## src/rtl/wb_host_master.sv

```systemverilog
// Wishbone classic (non-pipelined) single-beat initiator driven by a valid/ready command stream.
// Latency: command accepted at edge N, cyc/stb after N; response valid after the edge that sees ack/err/timeout.
// Backpressure: cmd_ready_o low from acceptance until the response handshake; the response is held until rsp_ready_i.
module wb_host_master #(
    parameter int AW      = 32,
    parameter int DW      = 32,
    parameter int TIMEOUT = 255
) (
    input  logic              wb_clk_i,
    input  logic              wb_rst_i,
    // command stream
    input  logic              cmd_valid_i,
    output logic              cmd_ready_o,
    input  logic              cmd_we_i,
    input  logic [AW-1:0]     cmd_adr_i,
    input  logic [DW-1:0]     cmd_dat_i,
    input  logic [DW/8-1:0]   cmd_sel_i,
    // response stream
    output logic              rsp_valid_o,
    input  logic              rsp_ready_i,
    output logic [DW-1:0]     rsp_dat_o,
    output logic              rsp_err_o,
    // Wishbone initiator
    output logic              wbm_cyc_o,
    output logic              wbm_stb_o,
    output logic              wbm_we_o,
    output logic [DW/8-1:0]   wbm_sel_o,
    output logic [AW-1:0]     wbm_adr_o,
    output logic [DW-1:0]     wbm_dat_o,
    input  logic [DW-1:0]     wbm_dat_i,
    input  logic              wbm_ack_i,
    input  logic              wbm_err_i
);

    // Counter only has to reach TIMEOUT-1; keep at least one bit so a
    // disabled timeout still elaborates cleanly.
    localparam int CW = (TIMEOUT > 0) ? $clog2(TIMEOUT + 1) : 1;
    localparam logic [CW-1:0] CNT_LAST = (TIMEOUT > 0) ? CW'(TIMEOUT - 1) : '0;
    localparam logic [CW-1:0] CNT_ONE  = CW'(1);

    typedef enum logic [1:0] {
        S_IDLE = 2'd0,
        S_BUS  = 2'd1,
        S_RESP = 2'd2
    } state_t;

    state_t            state_q, state_d;
    logic [CW-1:0]     cnt_q, cnt_d;

    logic              cmd_ready_q, cmd_ready_d;
    logic              rsp_valid_q, rsp_valid_d;
    logic [DW-1:0]     rsp_dat_q, rsp_dat_d;
    logic              rsp_err_q, rsp_err_d;

    logic              cyc_q, cyc_d;
    logic              stb_q, stb_d;
    logic              we_q, we_d;
    logic [DW/8-1:0]   sel_q, sel_d;
    logic [AW-1:0]     adr_q, adr_d;
    logic [DW-1:0]     dat_q, dat_d;

    // Set when the bus phase finishes this edge for any reason.
    logic              bus_done;

    // State and output registers; reset drops cyc/stb immediately and
    // discards any response in flight.
    always_ff @(posedge wb_clk_i or posedge wb_rst_i) begin
        if (wb_rst_i) begin
            state_q     <= S_IDLE;
            cnt_q       <= '0;
            cmd_ready_q <= 1'b1;
            rsp_valid_q <= 1'b0;
            rsp_dat_q   <= '0;
            rsp_err_q   <= 1'b0;
            cyc_q       <= 1'b0;
            stb_q       <= 1'b0;
            we_q        <= 1'b0;
            sel_q       <= '0;
            adr_q       <= '0;
            dat_q       <= '0;
        end else begin
            state_q     <= state_d;
            cnt_q       <= cnt_d;
            cmd_ready_q <= cmd_ready_d;
            rsp_valid_q <= rsp_valid_d;
            rsp_dat_q   <= rsp_dat_d;
            rsp_err_q   <= rsp_err_d;
            cyc_q       <= cyc_d;
            stb_q       <= stb_d;
            we_q        <= we_d;
            sel_q       <= sel_d;
            adr_q       <= adr_d;
            dat_q       <= dat_d;
        end
    end

    // Next-state and next-output logic; every register holds unless a
    // transition below says otherwise.
    always_comb begin
        state_d     = state_q;
        cnt_d       = cnt_q;
        cmd_ready_d = cmd_ready_q;
        rsp_valid_d = rsp_valid_q;
        rsp_dat_d   = rsp_dat_q;
        rsp_err_d   = rsp_err_q;
        cyc_d       = cyc_q;
        stb_d       = stb_q;
        we_d        = we_q;
        sel_d       = sel_q;
        adr_d       = adr_q;
        dat_d       = dat_q;
        bus_done    = 1'b0;

        case (state_q)
            S_IDLE: begin
                // Stray ack/err are not looked at here.
                if (cmd_valid_i) begin
                    we_d        = cmd_we_i;
                    adr_d       = cmd_adr_i;
                    dat_d       = cmd_dat_i;
                    sel_d       = cmd_sel_i;
                    cyc_d       = 1'b1;
                    stb_d       = 1'b1;
                    cnt_d       = '0;
                    cmd_ready_d = 1'b0;
                    state_d     = S_BUS;
                end
            end

            S_BUS: begin
                // err beats ack; ack beats a timeout landing on the same edge.
                if (wbm_err_i) begin
                    rsp_err_d = 1'b1;
                    rsp_dat_d = '0;
                    bus_done  = 1'b1;
                end else if (wbm_ack_i) begin
                    rsp_err_d = 1'b0;
                    rsp_dat_d = we_q ? '0 : wbm_dat_i;
                    bus_done  = 1'b1;
                end else if ((TIMEOUT != 0) && (cnt_q == CNT_LAST)) begin
                    rsp_err_d = 1'b1;
                    rsp_dat_d = '0;
                    bus_done  = 1'b1;
                end else begin
                    cnt_d = cnt_q + CNT_ONE;
                end

                if (bus_done) begin
                    cyc_d       = 1'b0;
                    stb_d       = 1'b0;
                    rsp_valid_d = 1'b1;
                    state_d     = S_RESP;
                end
            end

            S_RESP: begin
                if (rsp_ready_i) begin
                    rsp_valid_d = 1'b0;
                    cmd_ready_d = 1'b1;
                    state_d     = S_IDLE;
                end
            end

            default: begin
                state_d = S_IDLE;
            end
        endcase
    end

    assign cmd_ready_o = cmd_ready_q;
    assign rsp_valid_o = rsp_valid_q;
    assign rsp_dat_o   = rsp_dat_q;
    assign rsp_err_o   = rsp_err_q;
    assign wbm_cyc_o   = cyc_q;
    assign wbm_stb_o   = stb_q;
    assign wbm_we_o    = we_q;
    assign wbm_sel_o   = sel_q;
    assign wbm_adr_o   = adr_q;
    assign wbm_dat_o   = dat_q;

endmodule
```

## config.mk

```make
export PLATFORM = sky130hd
export DESIGN_NAME = wb_host_master
export DESIGN_NICKNAME = d
export VERILOG_FILES = /design/src/rtl/wb_host_master.sv
export SDC_FILE = /design/constraint.sdc
export NUM_CORES = 1
export LEC_CHECK = 0
export BUFFER_PORTS_ARGS = -buffer_cell sky130_fd_sc_hd__buf_2
export CORE_MARGIN = 8
export CORE_UTILIZATION = 51
export DETAILED_ROUTE_END_ITERATION = 16
export PLACE_DENSITY = 0.86
export SYNTH_ARGS = -nofsm -noshare
export SYNTH_HDL_FRONTEND = slang
export SYNTH_SLANG_ARGS = --single-unit
```

## constraint.sdc

```tcl
create_clock -name wb_clk_i -period 9.68 [get_ports wb_clk_i]
set_input_delay 0.484 -clock wb_clk_i [delete_from_list [all_inputs] [get_ports wb_clk_i]]
set_output_delay 0.484 -clock wb_clk_i [all_outputs]
set_load 0.02 [all_outputs]
```

==> impl_metrics.json, run 1 <==
{
  "layout.nets": 819,
  "cts_root_buffer": "clkbuf_8",
  "hold_ws_ns": 0.1724,
  "post-place-cells": 801,
  "netlist_instances": 498,
  "ys_seq_elements": 115,
  "skew_ns": 0.009470,
  "p_sw_share_pct": 39.96,
  "grt_max_degree": 83,
  "pre_cts_slack_ns": 7.460,
  "drt_pass1_iterations": 8,
  "async_flop_share_pct": 100.0,
  "status": "finished, final reports clean",
  "row_count": 35,
  "hold_viol": 0,
  "worst_slew_pin_slew_ns": 1.163,
  "reg2regPathDepth": 3,
  "overflow": 0,
  "rsz0062_at_grt": "false",
  "hold_path.class": "in -> reg",
  "crit_family": "simple AND/OR/NAND/NOR gates",
  "drive_gt1_share_pct": 35.32,
  "start_kind": "register",
  "critPathBufInv": 0,
  "initial_core_util_pct": 51.90,
  "die_y_um": 112.3,
  "crit_fanout": 35,
  "cts_resized": 0,
  "yosys.area.top_type": "dfrtp_1",
  "crit_arrival_ns": 2.61,
  "holdBufCountCts": 1,
  "clk_pin_slew_ns": 0.06,
  "p_leak_uw": 0.003782,
  "maxSlewHeadroom_pct": 22.38,
  "final_cell_mix": "nand2_1 (246), buf_2 (212), dfrtp_1 (114)",
  "layout.cells.non_filler": 833,
  "p_per_area_nw_per_um2": 357.6,
  "drc": 0,
  "hpwl_um": 9311,
  "ys_seq_area_share_pct": 60.91,
  "antenna_cells": 0,
  "cp.required_ns": 10.06,
  "post_cts_buffers": 0,
  "final_common_cell": "nand2_1",
  "drtIter0Drc": 248,
  "period_share_pct": 23.01,
  "portBuffers": 212,
  "die-area_um2": 12610,
  "io_pins": 213,
  "finalSetupViolations": 0,
  "clock-sinks": 115,
  "combPwrFrac_pct": 38.1,
  "cts_tree": "yes",
  "fp.dieW_um": 112.3,
  "cts_buffers": 17,
  "ant_nets": 0,
  "synthDistinctLibCells": 33,
  "setup_ws_ns": 7.452,
  "worstSetupPathDepth": 3,
  "grt_first_pass_wirelength_um": 20790,
  "synthesis.nets": 607,
  "crit_chain": "nor2b_1 -> nand2_4 -> a21o_1",
  "synth_top_area_share_pct": 60.35,
  "viasPerCell": 4.921,
  "whs_path_depth": 3,
  "fin_crit_ns": 2.228,
  "core_um2": 9109,
  "pwr-share-clk_pct": 26.6,
  "internal_power_uw": 1384,
  "synth_area_leaders": "dfrtp_1 (60%), nand2_1 (20%), mux2i_1 (6.8%)",
  "synth_edf_count": 0,
  "clk_latency_ns": 0.50,
  "setup.worst_path.class": "reg -> reg",
  "slowest_stage": "nor2b_1",
  "area_growth_pct": 36.34,
  "drv_cap": 0,
  "vias": 4099,
  "wl_per_cell_um": 15.32,
  "track_usage_pct": 20.31,
  "crit_path_end_kind": "register",
  "netlist_area_um2": 4727,
  "cts_buffer_depth": 2,
  "fmax_mhz": 448.9,
  "p_seq_share_pct": 35.2,
  "ctsHtreeMaxLevel": 4,
  "synth_flop_cell": "dfrtp_1",
  "routed_wirelength_um": 12760,
  "slew_viol_final": 0,
  "finalSetupTns_ns": 0,
  "max_stage_delay_ns": 0.74,
  "yosysWarnings": 0,
  "peakVddDrop_mv": 0.1909,
  "syn-mean-instance-area_um2": 9.492,
  "final_core_util_pct": 70.76,
  "antenna_found_initial": 0,
  "grt_pass1_vias": 4245,
  "place_congestion": 0.8238,
  "p_sw_uw": 920.9
}
-- power by group through the flow --
stage | Combinational (uW) | Clock [uW] | Sequential (uW)
after floorplan | 316 | 0 | 1060
after global placement | 860 | 0 | 806
after detailed placement | 888 | 0 | 812
after CTS | 894 | 626 | 811
after global routing | 959 | 646 | 835
final | 878 | 614 | 812
-- layout make-up --
cell class / count / area (um2)
repair buffers: 216 / 1094
flip-flops and latches: 115 / 2879
well taps: 111 / 138.9
inverters: 36 / 137.6
clock buffers: 21 / 459.2
clock inverters: 10 / 131.4
multi-input cells: 324 / 1605
fillers: 678 / 2664
-- registers in the layout, summed over array words and instances (netlist names), 2 cells and up --
signal,cells
wbm_sel_o,4
state_q,2
wbm_dat_o,32
rsp_dat_o,32
cnt_q,8
wbm_adr_o,32
-- cells by family (layout without fill, tap and decap cells) --
group,Yosys count,after routing,synth area share (%)
adder cells (fa/ha/maj),2,2,0.5293
flip-flops,115,115,60.91
AND/OR/NAND/NOR,267,267,22.39
buffers and inverters,59,283,5.426
AO/OA/AOI/OAI,23,23,3.971
multiplexers,32,32,6.776
-- metrics by stage --
stage	cell area [um2]	total power, uW
floorplan	4727	1374
finish	6445	2305
CTS	6445	2330
global route	6445	2440
global placement	5844	1666
detailed placement	5844	1700
-- layer usage --
metal / GRT usage, % / up-vias / part of all wire (%)
met4: 7.014 / 0 / 1.5
met5: 0 / - / 0
li1: - / 1966 / -
met1: 23.42 / 1941 / 41
met3: 7.193 / 20 / 8.4
met2: 34.36 / 172 / 49
-- path summary, 6_finish.rpt --
path	start	end	slack, ns
setup / recovery	state_q[1]	wbm_stb_o	7.45
hold / removal	cmd_adr_i[6]	wbm_adr_o[6]	0.17
setup reg to reg	state_q[1]	wbm_stb_o	7.45
hold reg to reg	wbm_dat_o[8]	wbm_dat_o[8]	0.47
max in group asynchronous	wb_rst_i	rsp_dat_o[27]	7.81
min in group asynchronous	wb_rst_i	wbm_adr_o[2]	0.54
-- cells in the mapped netlist (2+ instances only) --
cell type / n
a21oi_1: 3
a31oi_1: 3
buf_2: 7
buf_6: 3
clkbuf_1: 12
dfrtp_1: 114
ha_1: 2
inv_1: 36
mux2i_1: 32
nand2_1: 246
nand2b_1: 2
nand3_1: 6
nor2_1: 6
nor2b_1: 2
o21ai_1: 3
o311ai_1: 2
o41ai_1: 3
-- worst register-to-register path: cells and delay by family (launching register included) --
kind | cells | cell delay [ns]
AO/OA/AOI/OAI | 1 | 0.34
flip-flops | 1 | 0.46
AND/OR/NAND/NOR | 2 | 1.31
(Power assumes the default switching activity.)
==> run 2, diff against run 1 <==
--- a/config.mk
+++ b/config.mk
@@ -5,11 +5,12 @@
 export SDC_FILE = /design/constraint.sdc
 export NUM_CORES = 1
 export LEC_CHECK = 0
+export ABC_AREA = 1
 export BUFFER_PORTS_ARGS = -buffer_cell sky130_fd_sc_hd__buf_2
 export CORE_MARGIN = 8
-export CORE_UTILIZATION = 51
+export CORE_UTILIZATION = 47
 export DETAILED_ROUTE_END_ITERATION = 16
-export PLACE_DENSITY = 0.86
+export PLACE_DENSITY = 0.8
 export SYNTH_ARGS = -nofsm -noshare
 export SYNTH_HDL_FRONTEND = slang
 export SYNTH_SLANG_ARGS = --single-unit
==> constraint.sdc (replaced) <==
create_clock -name wb_clk_i -period 2.3 [get_ports wb_clk_i]
set_input_delay 0.115 -clock wb_clk_i [delete_from_list [all_inputs] [get_ports wb_clk_i]]
set_output_delay 0.115 -clock wb_clk_i [all_outputs]
set_load 0.02 [all_outputs]
==> impl_metrics.json, run 2 <==
{
  "yosysWarnings": 0,
  "fmax_mhz": 532.8,
  "hold_start": "cmd_valid_i",
  "netlist_area_um2": 4667,
  "setup.worst_path.class": "reg -> reg",
  "ctsHtreeMaxLevel": 4,
  "hpwl_um": 9535,
  "portBuffers": 212,
  "fp.dieW_um": 115.7,
  "multiInputGateArea_um2": 1615,
  "slowest_stage": "nand2_4",
  "slew_viol_final": 0,
  "io_pins": 213,
  "finalSetupViolations": 0,
  "ys_seq_area_share_pct": 61.69,
  "status": "finished, final reports clean",
  "netlist_instances": 534,
  "synthesis.nets": 643,
  "cts_buffer_depth": 2,
  "final_cell_mix": "nand2_1 (303), buf_2 (212), dfrtp_1 (114)",
  "drv_cap": 0,
  "crit_arrival_ns": 2.29,
  "rr_startpoint": "cnt_q[0]",
  "final_core_util_pct": 76.67,
  "cts_root_buffer": "clkbuf_8",
  "num-fill-cells": 596,
  "crit_path_start": "cnt_q[0]",
  "overflow": 0,
  "synth.most_common_cell": "nand2_1",
  "finalSetupTns_ns": 0,
  "design_area_um2": 7460,
  "initial_core_util_pct": 47.97,
  "p_per_area_nw_per_um2": 1311,
  "die-area_um2": 13370,
  "peakVddDrop_mv": 0.7855,
  "grt_max_degree": 69,
  "antenna_cells": 0,
  "ys_top_cells_by_count": "nand2_1 (304), dfrtp_1 (114), o21ai_1 (20)",
  "crit_path_end_kind": "register",
  "rsz0062_at_grt": "false",
  "fin_crit_ns": 1.877,
  "period_share_pct": 81.60,
  "syn-mean-instance-area_um2": 8.740,
  "final_common_cell": "nand2_1",
  "crit_chain": "inv_1 -> ha_1 -> nand2_1 -> nor2_1 -> nand2_2 -> nand2_4 -> nand2_4 -> nand2_1 -> o21ai_1",
  "drtIter0Drc": 539,
  "clk_pin_slew_ns": 0.05,
  "cp.required_ns": 2.72,
  "cts_resized": 0,
  "hold_viol": 0,
  "vias": 5016,
  "clock-sinks": 115,
  "area_growth_pct": 59.84,
  "grt_pass1_vias": 5234,
  "synthDistinctLibCells": 24,
  "whs_path_depth": 4,
  "max_stage_delay_ns": 0.54,
  "synth_edf_count": 0,
  "hold_path.class": "in -> reg",
  "worst_slew_pin_slew_ns": 0.7978,
  "grt_first_pass_wirelength_um": 26510,
  "skew_ns": 0.007077,
  "reg2reg_to": "rsp_dat_o[7]",
  "synth_top_area_share_pct": 61.13,
  "die_y_um": 115.7,
  "viasPerCell": 5.026,
  "crit_fanout": 68,
  "ys_seq_elements": 115,
  "endpoint": "rsp_dat_o[7]",
  "regArea_um2": 2879,
  "wl_per_cell_um": 16.83,
  "cts_buffers": 17,
  "start_kind": "register",
  "async_flop_share_pct": 100.0,
  "core_um2": 9729,
  "synth_area_leaders": "dfrtp_1 (61%), nand2_1 (24%), o21ai_2 (2.3%)",
  "placed_cell_area_um2": 5823,
  "p_leak_uw": 0.004069,
  "reg2regPathDepth": 9,
  "cts_tree": "yes",
  "row_count": 36,
  "antenna_found_initial": 0,
  "rrSetupSlack_ns": 0.42,
  "yosys.area.top_type": "dfrtp_1",
  "maxSlewHeadroom_pct": 46.81,
  "layout.nets": 961,
  "routed_wirelength_um": 16800,
  "drt_pass1_iterations": 7,
  "synth_flop_cell": "dfrtp_1",
  "ant_nets": 0,
  "place_congestion": 0.8726,
  "track_usage_pct": 25.66,
  "drive_gt1_share_pct": 31.68,
  "drc": 0,
  "clk_latency_ns": 0.51
}
run 2: changes by cell type in the layout (fill, tap and decap cells not counted), sizes merged, moves of 4 or more:
cell         previous run  this run
o21ai                   5        34
mux2i                  32         0
nor2                    6        15
nand2                 248       312
dlygate4sd3             1       106
inv                    36        11
nand3                   6        13
buf                   215       219
run 2: power by group:
part / total, uW / switching (uW) / internal (uW)
clock: 2560 / 894 / 1670
combinational: 3810 / 2600 / 1210
sequential: 3410 / 541 / 2870
total: 9780 / 4030 / 5740
run 2: critical path: cells and delay by family (launching register included):
kind / cells / cell delay (ns)
buf+inv: 1 / 0.07
compound gates: 1 / 0.13
flops: 1 / 0.40
simple gates: 6 / 0.96
fa+ha+maj: 1 / 0.19
run 2: worst min path at each step:
stage	end	slack [ns]
2_1_floorplan	state_q[1]	0.20
3_3_place_gp	state_q[1]	0.30
3_5_place_dp	wbm_dat_o[30]	0.31
4_1_cts	wbm_stb_o	0.11
5_1_grt	cmd_ready_o	0.13
6_report	wbm_stb_o	0.14
run 2: cell type report:
class,instances,area share [%]
Timing Repair Buffer,325,29.15
Clock buffer,22,5.938
Multi-Input combinational cell,381,21.65
Tap cell,133,2.231
Clock inverter,10,1.778
Sequential cell,115,38.59
Inverter,12,0.6541
run 2: routing by layer:
| layer | share of wire [%] | GRT usage (%) |
|---|---|---|
| met3 | 11 | 11.00 |
| met5 | 0 | 0 |
| met4 | 2.6 | 10.29 |
| met1 | 37 | 28.03 |
| met2 | 49 | 43.22 |
run 2: stage by stage:
step	std cells	power (uW)	hold WS [ns]	setup WS [ns]
2_1_floorplan	534	5604	0.2013	0.7864
5_1_grt	998	10300	0.1335	0.2743
4_1_cts	998	9666	0.1062	0.4454
3_5_place_dp	860	6910	0.3133	0.4732
6_report	998	9778	0.1392	0.4232
3_3_place_gp	860	6779	0.3041	0.5579
run 2: kinds of logic (layout without fill, tap and decap cells):
| logic type | after synthesis | after routing | synth area share [%] |
|---|---|---|---|
| AO/OA/AOI/OAI | 36 | 36 | 4.933 |
| XOR/XNOR | 1 | 1 | 0.1877 |
| adder cells (fa/ha/maj) | 2 | 2 | 0.5361 |
| buffers and inverters | 38 | 369 | 3.807 |
| flip-flops | 115 | 115 | 61.69 |
| AND/OR/NAND/NOR | 342 | 342 | 28.85 |
run 2: what timing repair did:
item / CTS / global route
hold buffers: 106 / 0
hold endpoints to repair: 220 / 0
buffers inserted: 0 / 0
